[config.mk]
export PLATFORM = sky130hd
export DESIGN_NAME = imm_gen_stage
export DESIGN_NICKNAME = d
export VERILOG_FILES = /design/src/rtl/imm_gen_stage.sv
export SDC_FILE = /design/constraint.sdc
export NUM_CORES = 1
export LEC_CHECK = 0
export BUFFER_PORTS_ARGS = -buffer_cell sky130_fd_sc_hd__buf_2
export CAP_MARGIN = 30
export CELL_PAD_IN_SITES_DETAIL_PLACEMENT = 1
export CELL_PAD_IN_SITES_GLOBAL_PLACEMENT = 1
export CORE_ASPECT_RATIO = 1.75
export CORE_MARGIN = 3
export CORE_UTILIZATION = 35
export CTS_CLUSTER_DIAMETER = 30
export DETAILED_ROUTE_END_ITERATION = 7
export PLACE_DENSITY = 0.75
export REMOVE_ABC_BUFFERS = 1
export SYNTH_ARGS = -nofsm -noshare
export SYNTH_HDL_FRONTEND = slang
export SYNTH_SLANG_ARGS = --single-unit
[constraint.sdc]
create_clock -name clk -period 11.1 [get_ports clk]
set_input_delay 1.665 -clock clk [delete_from_list [all_inputs] [get_ports clk]]
set_output_delay 1.665 -clock clk [all_outputs]
set_load 0.03 [all_outputs]
[src/rtl/imm_gen_stage.sv]
// Registered RISC-V immediate-generation stage: decodes the incoming instruction
// and holds the result in a 2-entry in-order skid buffer between fetch and execute.

module imm_gen_dec #(
  parameter int XLEN           = 64,
  parameter bit BJ_BYTE_OFFSET = 1'b1
) (
  input  logic [31:0]     instr,
  output logic [XLEN-1:0] imm,
  output logic [2:0]      typ,
  output logic            illegal
);
  localparam logic [2:0] T_R = 3'd0, T_I = 3'd1, T_S = 3'd2, T_B = 3'd3,
                         T_U = 3'd4, T_J = 3'd5, T_Z = 3'd6, T_ILL = 3'd7;

  logic        s;
  logic [31:0] i32, s32, b32, j32, u32;

  // Every field is first sign-extended to 32 bits, then widened to XLEN.
  function automatic logic [XLEN-1:0] sx(input logic [31:0] v);
    return XLEN'($signed(v));
  endfunction

  always_comb begin
    s   = instr[31];
    i32 = {{20{s}}, instr[31:20]};
    s32 = {{20{s}}, instr[31:25], instr[11:7]};
    b32 = BJ_BYTE_OFFSET ? {{19{s}}, s, instr[7], instr[30:25], instr[11:8], 1'b0}
                         : {{20{s}}, s, instr[7], instr[30:25], instr[11:8]};
    j32 = BJ_BYTE_OFFSET ? {{11{s}}, s, instr[19:12], instr[20], instr[30:21], 1'b0}
                         : {{12{s}}, s, instr[19:12], instr[20], instr[30:21]};
    u32 = {instr[31:12], 12'b0};
  end

  always_comb begin
    imm = '0;
    typ = T_ILL;
    unique case (instr[6:0])
      7'b0000011, 7'b0010011, 7'b1100111, 7'b0001111: begin imm = sx(i32); typ = T_I; end
      7'b0100011: begin imm = sx(s32); typ = T_S; end
      7'b1100011: begin imm = sx(b32); typ = T_B; end
      7'b1101111: begin imm = sx(j32); typ = T_J; end
      7'b0110111, 7'b0010111: begin imm = sx(u32); typ = T_U; end
      7'b0110011: typ = T_R;
      7'b1110011: begin
        if (instr[14:12] == 3'b000) begin
          imm = sx(i32);
          typ = T_I;
        end else begin
          imm = {{(XLEN-5){1'b0}}, instr[19:15]};
          typ = T_Z;
        end
      end
      // RV64-only word ops
      7'b0011011: if (XLEN == 64) begin imm = sx(i32); typ = T_I; end
      7'b0111011: if (XLEN == 64) typ = T_R;
      default: typ = T_ILL;
    endcase
    illegal = (typ == T_ILL);
  end
endmodule

module imm_gen_stage #(
  parameter int XLEN           = 64,
  parameter bit BJ_BYTE_OFFSET = 1'b1,
  parameter int CNT_W          = 16
) (
  input  logic             clk,
  input  logic             reset,
  input  logic             flush,
  input  logic             in_valid,
  output logic             in_ready,
  input  logic [31:0]      in_instr,
  input  logic [XLEN-1:0]  in_pc,
  output logic             out_valid,
  input  logic             out_ready,
  output logic [XLEN-1:0]  out_imm,
  output logic [2:0]       out_type,
  output logic             out_illegal,
  output logic [31:0]      out_instr,
  output logic [XLEN-1:0]  out_pc,
  output logic [CNT_W-1:0] illegal_cnt
);
  typedef struct packed {
    logic [XLEN-1:0] imm;
    logic [2:0]      typ;
    logic            illegal;
    logic [31:0]     instr;
    logic [XLEN-1:0] pc;
  } entry_t;

  entry_t          mem [2];
  entry_t          dec, head;
  logic            rd_ptr, wr_ptr;
  logic [1:0]      count;
  logic            push, pop;
  logic [XLEN-1:0] dec_imm;
  logic [2:0]      dec_typ;
  logic            dec_ill;

  imm_gen_dec #(.XLEN(XLEN), .BJ_BYTE_OFFSET(BJ_BYTE_OFFSET)) u_dec (
    .instr   (in_instr),
    .imm     (dec_imm),
    .typ     (dec_typ),
    .illegal (dec_ill)
  );

  always_comb begin
    dec.imm     = dec_imm;
    dec.typ     = dec_typ;
    dec.illegal = dec_ill;
    dec.instr   = in_instr;
    dec.pc      = in_pc;
  end

  // in_ready depends only on registered count, never on out_ready.
  assign in_ready  = (count != 2'd2);
  assign out_valid = (count != 2'd0);
  assign push      = in_valid & in_ready;
  assign pop       = out_valid & out_ready;
  assign head      = mem[rd_ptr];

  assign out_imm     = head.imm;
  assign out_type    = head.typ;
  assign out_illegal = head.illegal;
  assign out_instr   = head.instr;
  assign out_pc      = head.pc;

  always_ff @(posedge clk or posedge reset) begin
    if (reset) begin
      mem[0]      <= '0;
      mem[1]      <= '0;
      rd_ptr      <= 1'b0;
      wr_ptr      <= 1'b0;
      count       <= 2'd0;
      illegal_cnt <= '0;
    end else begin
      if (flush) begin
        rd_ptr <= 1'b0;
        wr_ptr <= 1'b0;
        count  <= 2'd0;
      end else begin
        if (push) begin
          mem[wr_ptr] <= dec;
          wr_ptr      <= ~wr_ptr;
        end
        if (pop) rd_ptr <= ~rd_ptr;
        count <= count + {1'b0, push} - {1'b0, pop};
      end
      if (push && dec.illegal && (illegal_cnt != {CNT_W{1'b1}}))
        illegal_cnt <= illegal_cnt + 1'b1;
    end
  end
endmodule

Yosys cells after proc, flatten, opt, wreduce, memory -nomap -nowiden
Index checks and enable logic that the tools add are counted.
{ "word_totals": {"out_inout_bits": 182, "word_cells": 69, "reg_bits": 348, "in_bits": 101} }
{ "classes": {"reduce_logical": 11, "addsub": 3, "bitwise_logic": 7, "n_mux": 15, "n_eq_ne": 16, "n_lt_le_gt_ge": 3} }
{ "op_table": {"columns": ["operator", "count"], "rows": [
  ["2-to-1 mux 164 bit", 4],
  ["one-hot mux 64 bit (6 select lines)", 1],
  ["bitwise mux 328 bit", 1],
  ["demux 164 bit (select 1 bit)", 1],
  ["2-to-1 mux 64 bit", 1],
  ["equality test 7 x 6 -> 1 bit, second input constant", 4],
  ["equality test 7 bit, second input constant", 4],
  ["equality test 7 x 5 -> 1 bit, second input constant", 3],
  ["one-hot mux 3 bit (7 select lines)", 1],
  ["adder 16 x 1 -> 16 bit, second input constant", 1],
  ["inequality test 16 bit, second input constant", 1],
  ["equality test 7 x 2 -> 1 bit, second input constant", 1],
  ["equality test 7 x 4 -> 1 bit, second input constant", 1],
  ["nonzero test 2 bit", 3],
  ["OR reduction 5 bit", 1],
  ["greater-or-equal comparator 2 bit, second input constant", 2],
  ["2-to-1 mux 1 bit", 4],
  ["NOT 1 -> 2 bit", 2],
  ["OR reduction 2 bit", 2],
  ["equality test 3 bit, second input constant", 1],
  ["logical AND 1 bit", 3],
  ["logical NOT 3 bit", 1],
  ["2-to-1 mux 3 bit", 1],
  ["NOT 1 bit", 3],
  ["7 further kinds", 8]
]} }

Depth between registers and ports, before layout
{ "depth": {"depth_word": 6, "ltp_mapped": 9, "ltp_nobuf": 8} }

Cells and area by module
From an unflattened synthesis, not the netlist that was laid out.
{ "hier_totals": {"hier_cells": 1114, "hier_area_um2": 16055.4} }
{ "modules_own_cells": {"columns": ["mod", "instances", "area_each_um2", "seq_area_each_um2", "cells_per_inst"], "rows": [
  ["imm_gen_stage", 1, 15020.7, 8708.4, 970],
  ["imm_gen_dec", 1, 1034.7, 0.0, 144]
]} }

Least setup slack after synthesis
OpenSTA, ideal clock, no wires.
{ "synth_timing": {"path_kind": "register -> output", "startpoint": "reg rd_ptr", "endpoint": "out out_imm[32]", "t_arrival_ns": 1.723, "required_time_ns": 9.435, "setup_slack_ns": 7.712, "stages_incl_launch_ff": 5, "path_buffers": 3, "cell_sequence": "dfrtp_1 > clkbuf_1 > buf_1 > mux2_2 > buf_4"} }
{ "synth_via": {"elab_chain_len": 4} }
{ "synth_rtl": {"columns": ["element", "line_no", "source"], "rows": [
  ["start, declared", "94", "logic rd_ptr, wr_ptr;"],
  ["start signal, assigned", "147", "if (pop) rd_ptr <= ~rd_ptr;"],
  ["NOT 1 -> 2 bit (implied by the code)", "121", "assign head = mem[rd_ptr];"],
  ["2-to-1 mux 164 bit (implied by the code) (3 in a row)", "121", null],
  ["end, declared", "77", "output logic [XLEN-1:0] out_imm,"]
]} }
No other way between the ends. The select of a mux whose other input is x is not followed.

Final worst setup path
{ "layout_timing": {"startpoint": "reg rd_ptr", "endpoint": "out out_instr[11]"} }
{ "layout_via": {"elab_chain_len": 4} }
{ "layout_rtl": {"columns": ["element", "line_no", "source"], "rows": [
  ["NOT 1 -> 2 bit (implied by the code)", "121", null],
  ["2-to-1 mux 164 bit (implied by the code) (3 in a row)", "121", null],
  ["end, declared", "80", "output logic [31:0] out_instr,"]
]} }
No other way between the ends. The select of a mux whose other input is x is not followed.

==> run_results.csv <==
group,metric,value,unit
run_status,status,"finished, final reports clean",
timing,finalCritPeriodShare,0.4301,
place,place_congestion,0.8183,
synth,synth_area,0.01333,sq mm
worst_setup_path,critPathMaxStageDelay,1040,ps
die,die-area,0.04055,sq mm
place,port_buffers,282,
synth,synth_cell_types,58,
die,fp.coreArea,0.03764,sq mm
worst_setup_path,worstPathMaxFanout,75,
synth,synthMuxAreaShare,0.1266,
synth,synth_cells,1428,
power_and_ir_drop,cellLeakagePower,8.460,nW
cts,htree_num_levels,2,
worst_setup_path,crit_chain,"buf_4, mux2_2, buf_2",
synth,syn_area_per_cell,9.333,sq um
layout,drive_above_1_share,0.3227,
synth,yosysSeqAreaShare,0.5332,
job,maxCapViolCount,0,
layout,layout_common_cells,"nand2_1 (623), dfrtp_1 (283), buf_2 (282)",
layout,layout_commonest_cell,"nand2_1",
detailed_routing,routed.top_layer,"met4",
cts,cts.clk_slew.worst_paths,50,ps
global_route,grt.total_usage,0.2050,
timing,whs,469.2,ps
global_route,grt_max_degree,133,
cts,cts_setup_buffers,0,
power_and_ir_drop,p_per_area,325.8,mW/mm^2
synth,ys_ff_latch,284,
place,dp_hpwl,28.53,mm
layout,fin_nets,1760,
detailed_routing,drc_errors,0,
timing,finalWorstSetupSlack,6326,ps
global_route,antenna_found_initial,5,
detailed_routing,first_pass_iters,4,
global_route,grt-ovfl-total,0,
worst_setup_path,path_delay_family,"buffers and inverters",
power_and_ir_drop,vdd_drop_max,0.0001925,V
detailed_routing,met3_length,1.516,mm
synth,synth_edf_count,0,
timing,worstMarginPinSlew,955.3,ps
cts,cts_root_buf,"clkbuf_16",
worst_setup_path,worstSetupPathType,"reg -> out",
worst_setup_path,slowest_stage,"dfrtp_4",
synth,synth-async-reset-ratio,1.000,
detailed_routing,wl_met1,15.46,mm
worst_setup_path,crit_path_end_kind,"primary output",
die,ios,283,
timing,max_slew_margin,0.3631,
detailed_routing,wl,42.69,mm
timing,hold_violations,0,
global_route,grt_first_pass_wirelength,66.74,mm
synth,synth_warnings,0,
cts,clkLatencyLatePin,530,ps
detailed_routing,avgRoutedWirePerCell,19.64,um
cts,clk_path_buf_depth,3,
global_route,grt_pass1_vias,12120,
timing,slew_viol_final,0,
worst_setup_path,arrival,3110,ps
timing,tns,0,ps
place,dp_cells,2085,
detailed_routing,drtIter0Drc,506,
die,start_util,0.3541,
timing,skew,9.728,ps
layout,syn2layout_area_growth,23.62,%
cts,cts_buffers,46,
cts,cts_resized,0,
power_and_ir_drop,power,5.368,mW
synth,synth_compound_area_frac,0.04506,
timing,fmax,209.4,MHz
timing,period_needed,4774,ps
synth,synth_simple_gate_area_frac,0.2327,
timing,rsz0062_at_grt,"false",
detailed_routing,wl_met2,23.36,mm
worst_setup_path,worst_setup_path_start_kind,"flop",
synth,synth_fa_ha_area_frac,0.002816,
cts,cts_sinks,284,
worst_setup_path,required,9440,ps
die,die_w,153.5,um
detailed_routing,antenna_left,0,
cts,cts_tree,"yes",
die,die_h,264.1,um
detailed_routing,vias,11000,
die,rows,94,
layout,instances_no_fill,2174,
place,dp_slack,6853,ps
synth,synth_flop_cell,"dfrtp_1",
worst_setup_path,path_buf_inv,2,
synth,synth_top_family_by_area,"simple AND/OR/NAND/NOR gates",
synth,synth_xor_area_frac,0.01051,
hold_path,hold_path.class,"reg -> reg",
timing,setup_viol,0,
cts,holdBufCountCts,0,
detailed_routing,post_drt_via_cell_ratio,5.059,
power by group:
| part | total [mW] | internal [mW] | leakage [nW] | switching (mW) |
|---|---|---|---|---|
| Sequential | 1.80 | 1.47 | 3.55 | 0.332 |
| Clock | 1.42 | 0.920 | 0.761 | 0.505 |
| Combinational | 2.14 | 0.723 | 4.15 | 1.42 |
layout make-up:
type | instances | area (sq um)
Clock inverter | 21 | 249.0
Multi-Input combinational cell | 1021 | 5585
Timing Repair Buffer | 297 | 1584
Antenna cell | 5 | 12.51
Clock buffer | 60 | 1304
Fill cell | 4394 | 21160
Inverter | 6 | 30.03
Tap cell | 480 | 600.6
Sequential cell | 284 | 7111
kinds of logic after synthesis:
family | count (synthesis)
fa+ha+maj | 3
simple gates | 756
buf+inv | 123
mux | 150
compound gates | 96
xor+xnor | 16
flops | 284
synthesized netlist by cell type (all sizes together), types with 2 or more instances:
library cell	n	area share
nor2b	5	0.0023
nor3b	4	0.0026
a32oi	4	0.0026
nor3	15	0.0071
and2	3	0.0015
nand2b	5	0.0023
and4	3	0.0020
xor2	12	0.0079
clkbuf	33	0.0093
xnor2	4	0.0026
o21ai	29	0.011
nand4b	2	0.0013
o22ai	3	0.0014
or2	2	0.00094
a31oi	24	0.011
buf	84	0.038
a21o	2	0.0011
nand3	16	0.0064
nor4b	2	0.0024
nor2	55	0.016
or3	3	0.0014
nor4	4	0.0028
a22oi	2	0.0011
ha	3	0.0028
a21oi	22	0.0083
nand4	3	0.0014
nand3b	3	0.0017
o211ai	3	0.0024
mux2	149	0.13
a221oi	2	0.0018
nand2	623	0.18
dfrtp	284	0.53
inv	6	0.0017
or4	2	0.0011
and3	2	0.00094
path summary, 6_finish.rpt:
path                       slack, ps  cells after the start                start                   end
max                             6330                      3   rd_ptr$_DFFE_PP0P_         out_instr[11]
min                              470                      2  mem[32]$_DFFE_PP0P_   mem[32]$_DFFE_PP0P_
max reg2reg                     8160                      6   count[0]$_DFF_PP0_  mem[260]$_DFFE_PP0P_
min reg2reg                      470                      2  mem[32]$_DFFE_PP0P_   mem[32]$_DFFE_PP0P_
max in group asynchronous       8590                      5                reset  mem[183]$_DFFE_PP0P_
min in group asynchronous       1030                      2                reset  mem[181]$_DFFE_PP0P_
per-layer routing:
layer | track usage | up-vias
met3 | 0.02737 | 108
met1 | 0.2161 | 5511
met4 | 0.1080 | 0
li1 | - | 5086
met5 | 0 | -
met2 | 0.3896 | 293
worst reg2reg max path: stages (launching register included):
cell      delay [ps]
dfrtp_1          390
nand2b_1         160
and2_2           250
inv_1            230
or3_4            550
buf_4            790
o21ai_0          400
sequential cells by signal, indices dropped and copies added, names as in the netlist:
| signal | cells |
|---|---|
| mem | 264 |
| count | 2 |
| wr_ptr | 1 |
| rd_ptr | 1 |
| illegal_cnt | 16 |
through the flow:
step	utilization	cell area, sq um
after floorplan	-	12700
after global placement	0.3938	14820
after detailed placement	0.3940	14830
after CTS	0.4352	16380
after global routing	0.4378	16480
final	0.4378	16480
Power figures use the tool's default switching activity.
